## src/rtl/i2c_seq_pkg.sv

```systemverilog
// Shared types for the I2C command sequencer: FSM states, the 16-bit command
// word and the read/write direction constants.
package i2c_seq_pkg;

    typedef enum logic [1:0] {
        ST_IDLE,
        ST_ISSUE,
        ST_BUSY,
        ST_RESP
    } seq_state_t;

    typedef struct packed {
        logic [6:0] addr;
        logic       rw;
        logic [7:0] data;
    } i2c_cmd_t;

    localparam logic I2C_RD = 1'b1;
    localparam logic I2C_WR = 1'b0;

endpackage

```

## src/rtl/i2c_seq_fifo.sv

```systemverilog
// Synchronous command FIFO; pointers carry one extra wrap bit so full and
// empty fall out of a plain pointer difference.
module i2c_seq_fifo
    import i2c_seq_pkg::*;
#(
    parameter int unsigned DEPTH = 4
) (
    input  logic                     clk,
    input  logic                     rst,
    input  logic                     push,
    input  logic                     pop,
    input  i2c_cmd_t                 wdata,
    output i2c_cmd_t                 rdata,
    output logic                     full,
    output logic                     empty,
    output logic [$clog2(DEPTH):0]   level
);

    localparam int unsigned AW = $clog2(DEPTH);
    localparam logic [AW:0] FULL_LEVEL = (AW + 1)'(DEPTH);

    i2c_cmd_t    mem [DEPTH];
    logic [AW:0] wr_ptr;
    logic [AW:0] rd_ptr;

    assign level = wr_ptr - rd_ptr;
    assign full  = (level == FULL_LEVEL);
    assign empty = (wr_ptr == rd_ptr);
    assign rdata = mem[rd_ptr[AW-1:0]];

    always_ff @(posedge clk or negedge rst) begin
        if (!rst) begin
            wr_ptr <= '0;
            rd_ptr <= '0;
        end else begin
            if (push && !full) wr_ptr <= wr_ptr + 1'b1;
            if (pop && !empty) rd_ptr <= rd_ptr + 1'b1;
        end
    end

    always_ff @(posedge clk) begin
        if (push && !full) mem[wr_ptr[AW-1:0]] <= wdata;
    end

endmodule

```

## src/rtl/i2c_cmd_sequencer.sv

```systemverilog
// Queues I2C commands and paces them onto an i2c_controller master one at a
// time, returning read bytes on a valid/ready port. Optional: I2C_SEQ_TIMEOUT_EN.
module i2c_cmd_sequencer
    import i2c_seq_pkg::*;
#(
    parameter int unsigned DEPTH   = 4,
    parameter int unsigned TIMEOUT = 4096
) (
    input  logic                     clk,
    input  logic                     rst,
    input  logic                     cmd_valid,
    output logic                     cmd_ready,
    input  logic [6:0]               cmd_addr,
    input  logic                     cmd_rw,
    input  logic [7:0]               cmd_data,
    output logic                     rsp_valid,
    input  logic                     rsp_ready,
    output logic [7:0]               rsp_data,
    output logic                     rsp_err,
    output logic                     busy,
    output logic [$clog2(DEPTH):0]   level,
    output logic [6:0]               m_addr,
    output logic [7:0]               m_data_in,
    output logic                     m_rw,
    output logic                     m_enable,
    input  logic                     m_ready,
    input  logic [7:0]               m_data_out
);

    if (DEPTH < 2 || (DEPTH & (DEPTH - 1)) != 0 || TIMEOUT < 2) begin : g_param_check
        $error("i2c_cmd_sequencer: DEPTH must be a power of two >= 2, TIMEOUT >= 2");
    end

    seq_state_t state;
    i2c_cmd_t   head;
    logic       full;
    logic       empty;
    logic       pop;

    i2c_seq_fifo #(.DEPTH(DEPTH)) u_fifo (
        .clk   (clk),
        .rst   (rst),
        .push  (cmd_valid),
        .pop   (pop),
        .wdata ({cmd_addr, cmd_rw, cmd_data}),
        .rdata (head),
        .full  (full),
        .empty (empty),
        .level (level)
    );

    assign cmd_ready = !full;
    assign busy      = !empty || (state != ST_IDLE);
    assign pop       = (state == ST_IDLE) && !empty && m_ready;

`ifdef I2C_SEQ_TIMEOUT_EN
    localparam int unsigned CW = $clog2(TIMEOUT);
    localparam logic [CW-1:0] LAST = CW'(TIMEOUT - 1);
    logic [CW-1:0] phase_cnt;
    logic          rsp_err_q;
    assign rsp_err = rsp_err_q;
`else
    assign rsp_err = 1'b0;
`endif

    always_ff @(posedge clk or negedge rst) begin
        if (!rst) begin
            state     <= ST_IDLE;
            m_addr    <= '0;
            m_data_in <= '0;
            m_rw      <= 1'b0;
            m_enable  <= 1'b0;
            rsp_valid <= 1'b0;
            rsp_data  <= '0;
`ifdef I2C_SEQ_TIMEOUT_EN
            phase_cnt <= '0;
            rsp_err_q <= 1'b0;
`endif
        end else begin
            case (state)
                ST_IDLE: begin
                    if (pop) begin
                        m_addr    <= head.addr;
                        m_rw      <= head.rw;
                        m_data_in <= head.data;
                        m_enable  <= 1'b1;
                        state     <= ST_ISSUE;
`ifdef I2C_SEQ_TIMEOUT_EN
                        phase_cnt <= '0;
`endif
                    end
                end
                ST_ISSUE: begin
                    if (!m_ready) begin
                        m_enable <= 1'b0;
                        state    <= ST_BUSY;
`ifdef I2C_SEQ_TIMEOUT_EN
                        phase_cnt <= '0;
                    end else if (phase_cnt == LAST) begin
                        m_enable  <= 1'b0;
                        rsp_err_q <= 1'b1;
                        rsp_data  <= '0;
                        rsp_valid <= 1'b1;
                        state     <= ST_RESP;
                    end else begin
                        phase_cnt <= phase_cnt + 1'b1;
`endif
                    end
                end
                ST_BUSY: begin
                    // Writes complete silently; only reads produce a response.
                    if (m_ready) begin
                        if (m_rw == I2C_RD) begin
                            rsp_data  <= m_data_out;
                            rsp_valid <= 1'b1;
                            state     <= ST_RESP;
`ifdef I2C_SEQ_TIMEOUT_EN
                            rsp_err_q <= 1'b0;
`endif
                        end else begin
                            state <= ST_IDLE;
                        end
`ifdef I2C_SEQ_TIMEOUT_EN
                    end else if (phase_cnt == LAST) begin
                        rsp_err_q <= 1'b1;
                        rsp_data  <= '0;
                        rsp_valid <= 1'b1;
                        state     <= ST_RESP;
                    end else begin
                        phase_cnt <= phase_cnt + 1'b1;
`endif
                    end
                end
                ST_RESP: begin
                    if (rsp_ready) begin
                        rsp_valid <= 1'b0;
                        state     <= ST_IDLE;
                    end
                end
                default: state <= ST_IDLE;
            endcase
        end
    end

endmodule
```

## config.mk

```make
export PLATFORM = sky130hd
export DESIGN_NAME = i2c_cmd_sequencer
export DESIGN_NICKNAME = d
export VERILOG_FILES = /design/src/rtl/i2c_seq_pkg.sv /design/src/rtl/i2c_seq_fifo.sv /design/src/rtl/i2c_cmd_sequencer.sv
export SDC_FILE = /design/constraint.sdc
export NUM_CORES = 1
export LEC_CHECK = 0
export CORE_UTILIZATION = 45
export CTS_BUF_LIST = sky130_fd_sc_hd__clkbuf_16
export CTS_CLUSTER_SIZE = 24
export DETAILED_ROUTE_END_ITERATION = 8
export GPL_ROUTABILITY_DRIVEN = 0
export PLACE_DENSITY = 0.68
export SETUP_SLACK_MARGIN = 0.3
export SYNTH_ARGS = -nofsm -noshare
export SYNTH_HDL_FRONTEND = slang
export SYNTH_HIERARCHICAL = 1
export SYNTH_SLANG_ARGS = --single-unit
```

## constraint.sdc

```tcl
create_clock -name clk -period 3.5 [get_ports clk]
set_input_delay 0.35 -clock clk [delete_from_list [all_inputs] [get_ports clk]]
set_output_delay 0.35 -clock clk [all_outputs]
set_load 0.01 [all_outputs]
```

# Word level (Yosys, flattened, before mapping)
# Memories as Yosys holds them, arrays and structs flattened. A register that Yosys moved wholly into a read port is not among the register bits.
# Cells that the tools add are included.
[word_totals]
ff_bits = 18
ramBits = 64
input_bits = 29
output_inout_bits = 32
memories = 1
[memory_table]
columns = ["memory", "words", "width", "rd", "rd_ports_with_merged_regs", "wr", "line_no", "source"]
rows = [
  ["u_fifo.mem", 4, 16, 1, 1, 1, "i2c_seq_fifo.sv:22", "i2c_cmd_t mem [DEPTH];"],
]
[op_classes]
add_sub_neg = 3
n_eq_ne = 10
n_mux = 15
n_reduce_logical = 17
[op_table]
columns = ["operator", "count"]
rows = [
  ["two-way mux 2 bit", 5],
  ["inequality test 2 bit (second input constant)", 4],
  ["one-hot mux 2 bit (4 select lines)", 1],
  ["AND reduction 4 bit", 2],
  ["two-way mux 1 bit", 7],
  ["adder 3 x 1 -> 3 bit (second input constant)", 2],
  ["AND reduction 3 bit", 2],
  ["nonzero test 2 bit", 3],
  ["equality test 2 bit (second input constant)", 2],
  ["logical AND 1 bit", 4],
  ["one-hot mux 1 bit (2 select lines)", 2],
  ["equality test 3 bit", 1],
  ["equality test 3 bit (second input constant)", 1],
  ["logical NOT 1 bit", 3],
  ["subtractor 3 bit", 1],
  ["equality test 2 x 1 -> 1 bit (second input constant)", 1],
  ["logical NOT 2 bit", 1],
  ["inequality test 2 x 1 -> 1 bit (second input constant)", 1],
  ["AND reduction 2 bit", 1],
  ["logical OR 1 bit", 1],
]

# Logic depth before layout (Yosys ltp)
# Gate-level depths: netlist (run 1).
[logic_depth]
word_depth = 6
ltp_mapped = 10
ltp_nobuf = 7

# By module
# The synthesis (run 1) kept the hierarchy.
[by_module_without_submodules]
columns = ["mod", "instances", "cells_each", "area_each_um2"]
rows = [
  ["i2c_seq_fifo", 1, 128, 2781.4],
  ["i2c_cmd_sequencer", 1, 78, 1141.1],
]

# Worst setup path before layout (run 1)
# No wires, ideal clock.
[synth_timing]
path_type = "register -> register"
from = "register u_fifo.rd_ptr[1]"
to = "memory u_fifo/mem[3][0] (netlist bit) (enable)"
setup_ps = 374
arrival_time_ps = 2361
t_required_ps = 3126
setup_slack_ps = 765
stages_incl_launch_ff = 8
n_path_buf = 2
cell_sequence = "dfrtp_1 -> buf_2 -> buf_1 -> inv_1 -> fa_1 -> xnor3_2 -> a21boi_4 -> and2_1"
[synth_via]
elab_chain_cells = 6
[synth_lines]
columns = ["item", "line_no", "source"]
rows = [
  ["from (decl)", "i2c_seq_fifo.sv:24", "logic [AW:0] rd_ptr;"],
  ["from (signal assigned)", "i2c_seq_fifo.sv:37", "if (pop && !empty) rd_ptr <= rd_ptr + 1'b1;"],
  ["subtractor 3 bit", "i2c_seq_fifo.sv:26", "assign level = wr_ptr - rd_ptr;"],
  ["via level[2]", "i2c_cmd_sequencer.sv:21", "output logic [$clog2(DEPTH):0] level,"],
  ["equality test 3 bit", "i2c_seq_fifo.sv:27", "assign full = (level == FULL_LEVEL);"],
  ["logical NOT 1 bit", "i2c_seq_fifo.sv:42", "if (push && !full) mem[wr_ptr[AW-1:0]] <= wdata;"],
  ["logical AND 1 bit", "i2c_seq_fifo.sv:42", ""],
  ["two-way mux 1 bit", "i2c_seq_fifo.sv:42", ""],
  ["two-way mux 1 bit (implied by the code)", "i2c_seq_fifo.sv:42", ""],
  ["to (decl)", "i2c_seq_fifo.sv:22", ""],
]
# The timed path passes the listed nets, and every way through them passes these cells.

# Final worst setup path (run 1)
[layout_timing]
from = "register u_fifo.wr_ptr[0]"
to = "output cmd_ready"
[layout_via]
elab_chain_cells = 3
[layout_lines]
columns = ["item", "line_no", "source"]
rows = [
  ["from (decl)", "i2c_seq_fifo.sv:23", "logic [AW:0] wr_ptr;"],
  ["from (signal assigned)", "i2c_seq_fifo.sv:36", "if (push && !full) wr_ptr <= wr_ptr + 1'b1;"],
  ["subtractor 3 bit", "i2c_seq_fifo.sv:26", ""],
  ["equality test 3 bit", "i2c_seq_fifo.sv:27", ""],
  ["via full", "i2c_cmd_sequencer.sv:36", "logic full;"],
  ["logical NOT 1 bit", "i2c_cmd_sequencer.sv:52", "assign cmd_ready = !full;"],
  ["to (decl)", "i2c_cmd_sequencer.sv:12", "output logic cmd_ready,"],
]
# The timed path passes the listed nets, and every way through them passes these cells.

==> summary.txt, run 1 <==
Status: finished clean
Ys async rst share: 0.3469
Hold Slack: 96.52 ps
FMAX: 0.3407 GHz
Max VDD drop: 408.1 uV
FF+latch count, synth: 98
Die height: 95.37 um
First-pass GRT wire length: 10.45 mm
DRC viols: 0
Register-to-Register Path Depth: 8
Std-Cell Rows: 33
P_leak: 1.791 nW
Worst hold-check path type: in2async
R2r endpoint: u_fifo/mem[3][8]
Pins Over Slew Limit: 0
CP Class: reg2out
Post-CTS Resized: 0
Core Area: 0.008341 mm^2
Clock tree buffer depth: 2
Worst Path Buf+Inv: 4
Htree depth: 3
Final worst-path cycle share: 0.8386
Post-CTS Hold Buffers: 0
Most frequent cells in the layout: edfxtp_1, clkdlybuf4s50_1, dfrtp_1
# IOs: 61
Slew HR: 0.4683
Initial antenna violation count: 0
Largest net degree at the start of global routing: 35
Full die area: 0.009094 mm^2
Delay-heaviest family, CP: buffers and inverters
GRT Util Overall: 0.1625
Post-synthesis sequential area ratio: 0.7069
Tmin final: 2935 ps
R2r setup slk: 830 ps
Area grow syn2layout: 24.40%
Post-synth EDFFs: 64
Clk pin slew, worst setup/hold paths: 70 ps
CP Cell Sequence: inv_1, ha_1, inv_1, fa_1, nor2b_1, and2_2, inv_1, clkdlybuf4s50_1
Chip width: 95.37 um
Startpoint types: register
Setup bufs post-CTS: 0
Synth Flop Type: edfxtp_1
IO buf count: 59
TNS Setup: 0 ps
Crit-path max FO: 4
CTS tree: done
Max cap viols: 0
WL final: 6.595 mm
Commonest non-fill, non-tap cell in the layout: edfxtp_1
Worst-margin pin slew: 797.6 ps
Crit-path max cell delay: 460 ps
Unrepaired setup endpoints after global routing: no
Final setup violation count: 0
Drt wl/cell: 17.26 um
Post-synthesis cell type count: 34
Cells after Synth: 206
Syn Std Cell Area: 0.003923 mm^2
Ranking of synthesized cells by area: edfxtp_1, dfrtp_1, mux4_2
Via Count: 1988
Layout Nets: 309
Synth top area share: 0.4900
Starting Density: 0.4703
Fin Clk Skew: 5.294 ps
Final setup margin: 565.0 ps
Fillers: 647
Clock Latency Late Sink: 340 ps
Worst EP arrival: 2580 ps
Post-synth top area cell: edfxtp_1
Worst EP required: 3150 ps
PD cells: 910.6 mW/mm^2
Num CTS Buffers: 9
HPWL Detailed: 4.312 mm
Diodes inserted: 0
Congestion Overflow GR: 0
Crit. End Element: primary output
Fin. Hold Viols: 0
Slowest cell on the critical path: clkdlybuf4s50_1
DRT iter0 DRCs: 86
Layout cells sized above 1: 0.2455
Pre-antenna DRT Iters: 4
Clk root buf: clkbuf_16
R2R Path Start: u_fifo/wr_ptr[0]
Number of global-route vias before repair: 2023
Routed Antenna Nets: 0
Post-synth net total: 243
Via density: 5.204
Most used cell, CP: inv_1
Post-Syn Area per Cell: 19.04 um^2
Synth warnings: 6
Pre-CTS setup slack: 815.8 ps
# clock sinks: 98
## state kept, by name (all words and copies together) (netlist names)
register,flops
m_addr,7
m_data_in,8
m_enable,1
m_rw,1
rsp_data,8
rsp_valid,1
state,2
u_fifo/mem,64
u_fifo/rd_ptr,3
u_fifo/wr_ptr,3
## power breakdown
group	internal (mW)	switching (mW)	total (mW)
logic	0.962	0.765	1.73
registers	1.65	0.177	1.83
clock network	0.480	0.411	0.891
total	3.09	1.35	4.44
## synthesized netlist by cell type, types with 2 or more instances
master	count
nand3_1	2
and2_2	3
nor2_1	4
buf_4	5
dfrtp_1	34
xor2_1	2
ha_1	7
xnor2_1	3
buf_6	2
nand2_1	7
nand2b_1	2
o21ai_0	3
edfxtp_1	64
mux2_2	25
inv_1	6
nor2b_1	2
and2_1	3
mux4_2	16
## through the flow
stage / instance area, um^2 / util / total power, mW / std cells
floorplan: 3923 / - / 2.914 / 206
global placement: 4608 / 0.5525 / 3.578 / 366
detailed placement: 4608 / 0.5525 / 3.611 / 366
CTS: 4880 / 0.5851 / 4.507 / 382
global route: 4880 / 0.5851 / 4.721 / 382
finish: 4880 / 0.5851 / 4.444 / 382
## worst max path at each step
| stage | cells past startpoint | slack (ps) | from | endpoint |
|---|---|---|---|---|
| after CTS | 8 | 540 | u_fifo/wr_ptr[0] | cmd_ready |
| after global placement | 8 | 910 | u_fifo/wr_ptr[0] | u_fifo/mem[3][14] |
| after global routing | 8 | 350 | u_fifo/wr_ptr[0] | cmd_ready |
| final | 8 | 570 | u_fifo/wr_ptr[0] | cmd_ready |
| after detailed placement | 8 | 820 | u_fifo/wr_ptr[0] | u_fifo/mem[3][14] |
| after floorplan | 7 | 760 | u_fifo/rd_ptr[1] | u_fifo/mem[3][0] |
## worst reg2reg max path, stage by stage, from the launching register on
cell and delay, ps:
dfrtp_1 400, inv_1 150, ha_1 170, inv_1 40, fa_1 400, xnor3_2 280
a21boi_4 210, and2_1 460, buf_4 270
## per-layer routing
layer	routed length [um]	GRT usage	part of all wire
met4	80	0.05934	0.012
met5	0	0	0
met2	3088	0.2458	0.47
met3	380	0.04386	0.058
met1	3044	0.2263	0.46
## cell type report
type,count,area (um^2),area share
Tap cell,105,131.4,0.02692
Multi-Input combinational cell,93,1059,0.2169
Inverter,6,22.52,0.004615
Timing Repair Buffer,64,623.1,0.1277
Clock inverter,7,46.29,0.009487
Clock buffer,9,225.2,0.04615
Sequential cell,98,2773,0.5682
## cells by family (layout without fill, tap and decap cells)
group                    Yosys count  in the layout  share of synthesized area
adder cells (fa/ha/maj)            8              8                    0.02743
XOR/XNOR                           6              6                    0.01723
other                              1              1                  0.0009560
AND/OR/NAND/NOR                   28             28                    0.04306
multiplexers                      41             41                     0.1636
buffers and inverters             15             86                    0.02328
flip-flops                        98             98                     0.7069
AO/OA/AOI/OAI                      9              9                    0.01754
(Power assumes the default switching activity.)
==> run 2, diff against run 1 <==
--- a/config.mk
+++ b/config.mk
@@ -10,7 +10,7 @@
 export CTS_CLUSTER_SIZE = 24
 export DETAILED_ROUTE_END_ITERATION = 8
 export GPL_ROUTABILITY_DRIVEN = 0
-export PLACE_DENSITY = 0.68
+export PLACE_DENSITY = 0.7
 export SETUP_SLACK_MARGIN = 0.3
 export SYNTH_ARGS = -nofsm -noshare
 export SYNTH_HDL_FRONTEND = slang
==> constraint.sdc (replaced) <==
create_clock -name clk -period 2.6 [get_ports clk]
set_input_delay 0.26 -clock clk [delete_from_list [all_inputs] [get_ports clk]]
set_output_delay 0.26 -clock clk [all_outputs]
set_load 0.01 [all_outputs]
==> summary.txt, run 2 (synthesized netlist as in run 1, its figures left out) <==
Worst-margin pin slew: 783.3 ps (-14.30 ps)
Pins Over Slew Limit: 0 (unchanged)
Worst EP required: 2650 ps (-500 ps)
DRT iter0 DRCs: 107 (+24%)
# IOs: 61 (unchanged)
Most frequent cells in the layout: edfxtp_1, clkdlybuf4s50_1, dfrtp_1
Max reg flops: 64 (unchanged)
DRC viols: 0 (unchanged)
Max VDD drop: 591.9 uV (+45%)
Clk pin slew, worst setup/hold paths: 70 ps (about the same)
Cell Count, Final, Fillers Out: 394 (+3.1%)
Layout Nets: 321 (+3.9%)
Status: finished clean
Diodes inserted: 0 (unchanged)
WL final: 6.952 mm (+5.4%)
Worst hold-check path type: in2async
Crit-path max FO: 8 (+4)
Sw frac: 0.3036 (-0.0009530)
GRT Util Overall: 0.1595 (-0.002978)
Fillers: 611 (-5.6%)
Layout cells sized above 1: 0.3218 (+0.07631)
Num CTS Buffers: 9 (unchanged)
Htree depth: 3 (unchanged)
HPWL Detailed: 4.189 mm (-2.8%)
Combinational share of power: 0.428 (+0.039)
Clk root buf: clkbuf_16
TNS Setup: 0 ps (unchanged)
Flop pwr share: 0.383 (-0.028)
Slew HR: 0.4778 (+0.009536)
Dpl cells: 368 (+0.55%)
Unrepaired setup endpoints after global routing: yes
Starting Density: 0.4703 (unchanged)
P_sw: 1.958 mW (+45%)
Chip width: 95.37 um (unchanged)
P_leak: 1.899 nW (+6.0%)
Area grow syn2layout: 30.85%
CTS tree: done
Clock Latency Late Sink: 340 ps (about the same)
Initial antenna violation count: 0 (unchanged)
Clock tree buffer depth: 2 (unchanged)
Fin. Hold Viols: 0 (unchanged)
Fin Clk Skew: 8.108 ps (+2.814 ps)
# clock sinks: 98 (unchanged)
Max cap viols: 0 (unchanged)
Final worst-path cycle share: 0.8860
CP Class: reg2reg
Fin area: 0.005132 mm^2 (+5.2%)
Full die area: 0.009094 mm^2 (unchanged)
Die height: 95.37 um (unchanged)
IO buf count: 59 (unchanged)
Tmin final: 2304 ps
Routed Antenna Nets: 0 (unchanged)
Final design utilization: 0.6154 (+0.03030)
Drt wl/cell: 17.64 um (+2.2%)
Std-Cell Rows: 33 (unchanged)
Pint: 4.491 mW (+45%)
First-pass GRT wire length: 10.37 mm (-0.73%)
Startpoint types: register
Final setup margin: 296.5 ps (-268.6 ps)
Clock share of power: 0.189 (-0.011)
Commonest non-fill, non-tap cell in the layout: edfxtp_1
Number of global-route vias before repair: 2106 (+4.1%)
R2r setup slk: 300 ps (-530 ps)
Worst EP arrival: 2360 ps (-220 ps)
Placed Area: 0.004682 mm^2 (+1.6%)
Via Count: 2053 (+3.3%)
Final setup violation count: 0 (unchanged)
FMAX: 0.4341 GHz
Via density: 5.211 (+0.12%)
Largest net degree at the start of global routing: 35 (unchanged)
Congestion Overflow GR: 0 (unchanged)
Core Area: 0.008341 mm^2 (unchanged)
Pre-antenna DRT Iters: 4 (unchanged)
PD cells: 1256 mW/mm^2 (+38%)
Pre-CTS setup slack: 108.2 ps (-707.6 ps)
Crit. End Element: register
## run 2: changes by cell type in the layout (fill, tap and decap cells not counted), sizes merged
cell	delta
clkbuf	+5
clkdlybuf4s50	-3
buf	+8
dlygate4sd2	+2
## run 2: worst paths after layout
check	from	endpoint	depth (start not counted)
max	u_fifo/wr_ptr[0]	u_fifo/mem[0][5]	9
min	rst	state[0]	1
max reg2reg	u_fifo/wr_ptr[0]	u_fifo/mem[0][5]	9
min reg2reg	rsp_data[7]	rsp_data[7]	1
max in group asynchronous	rst	m_data_in[5]	1
min in group clk	rsp_data[7]	rsp_data[7]	1
## run 2: worst max-delay path, cell delays in order (launching register included)
cell and delay, ps:
dfrtp_1 410, inv_2 80, ha_4 120, inv_2 30, fa_2 360, xnor3_2 250, buf_6 140, a21boi_4 230
and2_4 240, clkbuf_16 160
## run 2: cell type report
class,instances,area (um^2),area share
inverter,6,22.52,0.004388
tap,105,131.4,0.02560
multi-input combinational,93,1097,0.2138
sequential,98,2773,0.5402
timing repair buffer,76,829.5,0.1616
clock buffer,9,225.2,0.04388
clock inverter,7,53.80,0.01048
## run 2: power by group through the flow
stage	logic (mW)	registers [mW]	clock network, mW
5_1_grt	3.00	2.53	1.31
3_5_place_dp	2.47	2.49	0
4_1_cts	2.56	2.46	1.25
2_1_floorplan	1.46	2.51	0
6_report	2.76	2.47	1.22
3_3_place_gp	2.44	2.47	0
## run 2: layer usage
| metal | wire [um] | up-vias | global-route usage |
|---|---|---|---|
| met5 | 0 | - | 0 |
| met4 | 84 | 0 | 0.06439 |
| met3 | 361 | 9 | 0.04226 |
| li1 | - | 938 | - |
| met2 | 3625 | 61 | 0.2679 |
| met1 | 2880 | 1045 | 0.1961 |
## run 2: repair_timing
action | CTS | global route
hold buffers | 0 | 0
pin swaps | 0 | 7
endpoints found under the setup margin | 68 | 67
setup buffers | 3 | 3
resized for setup | 7 | 11
gates cloned | 0 | 4
## run 2: stage by stage
stage / hold WS (ps) / power [mW]
finish: 2.357 / 6.448
global route: 81.54 / 6.839
CTS: 35.40 / 6.274
detailed placement: 398.1 / 4.963
global placement: 403.3 / 4.910
floorplan: -35.59 / 3.966
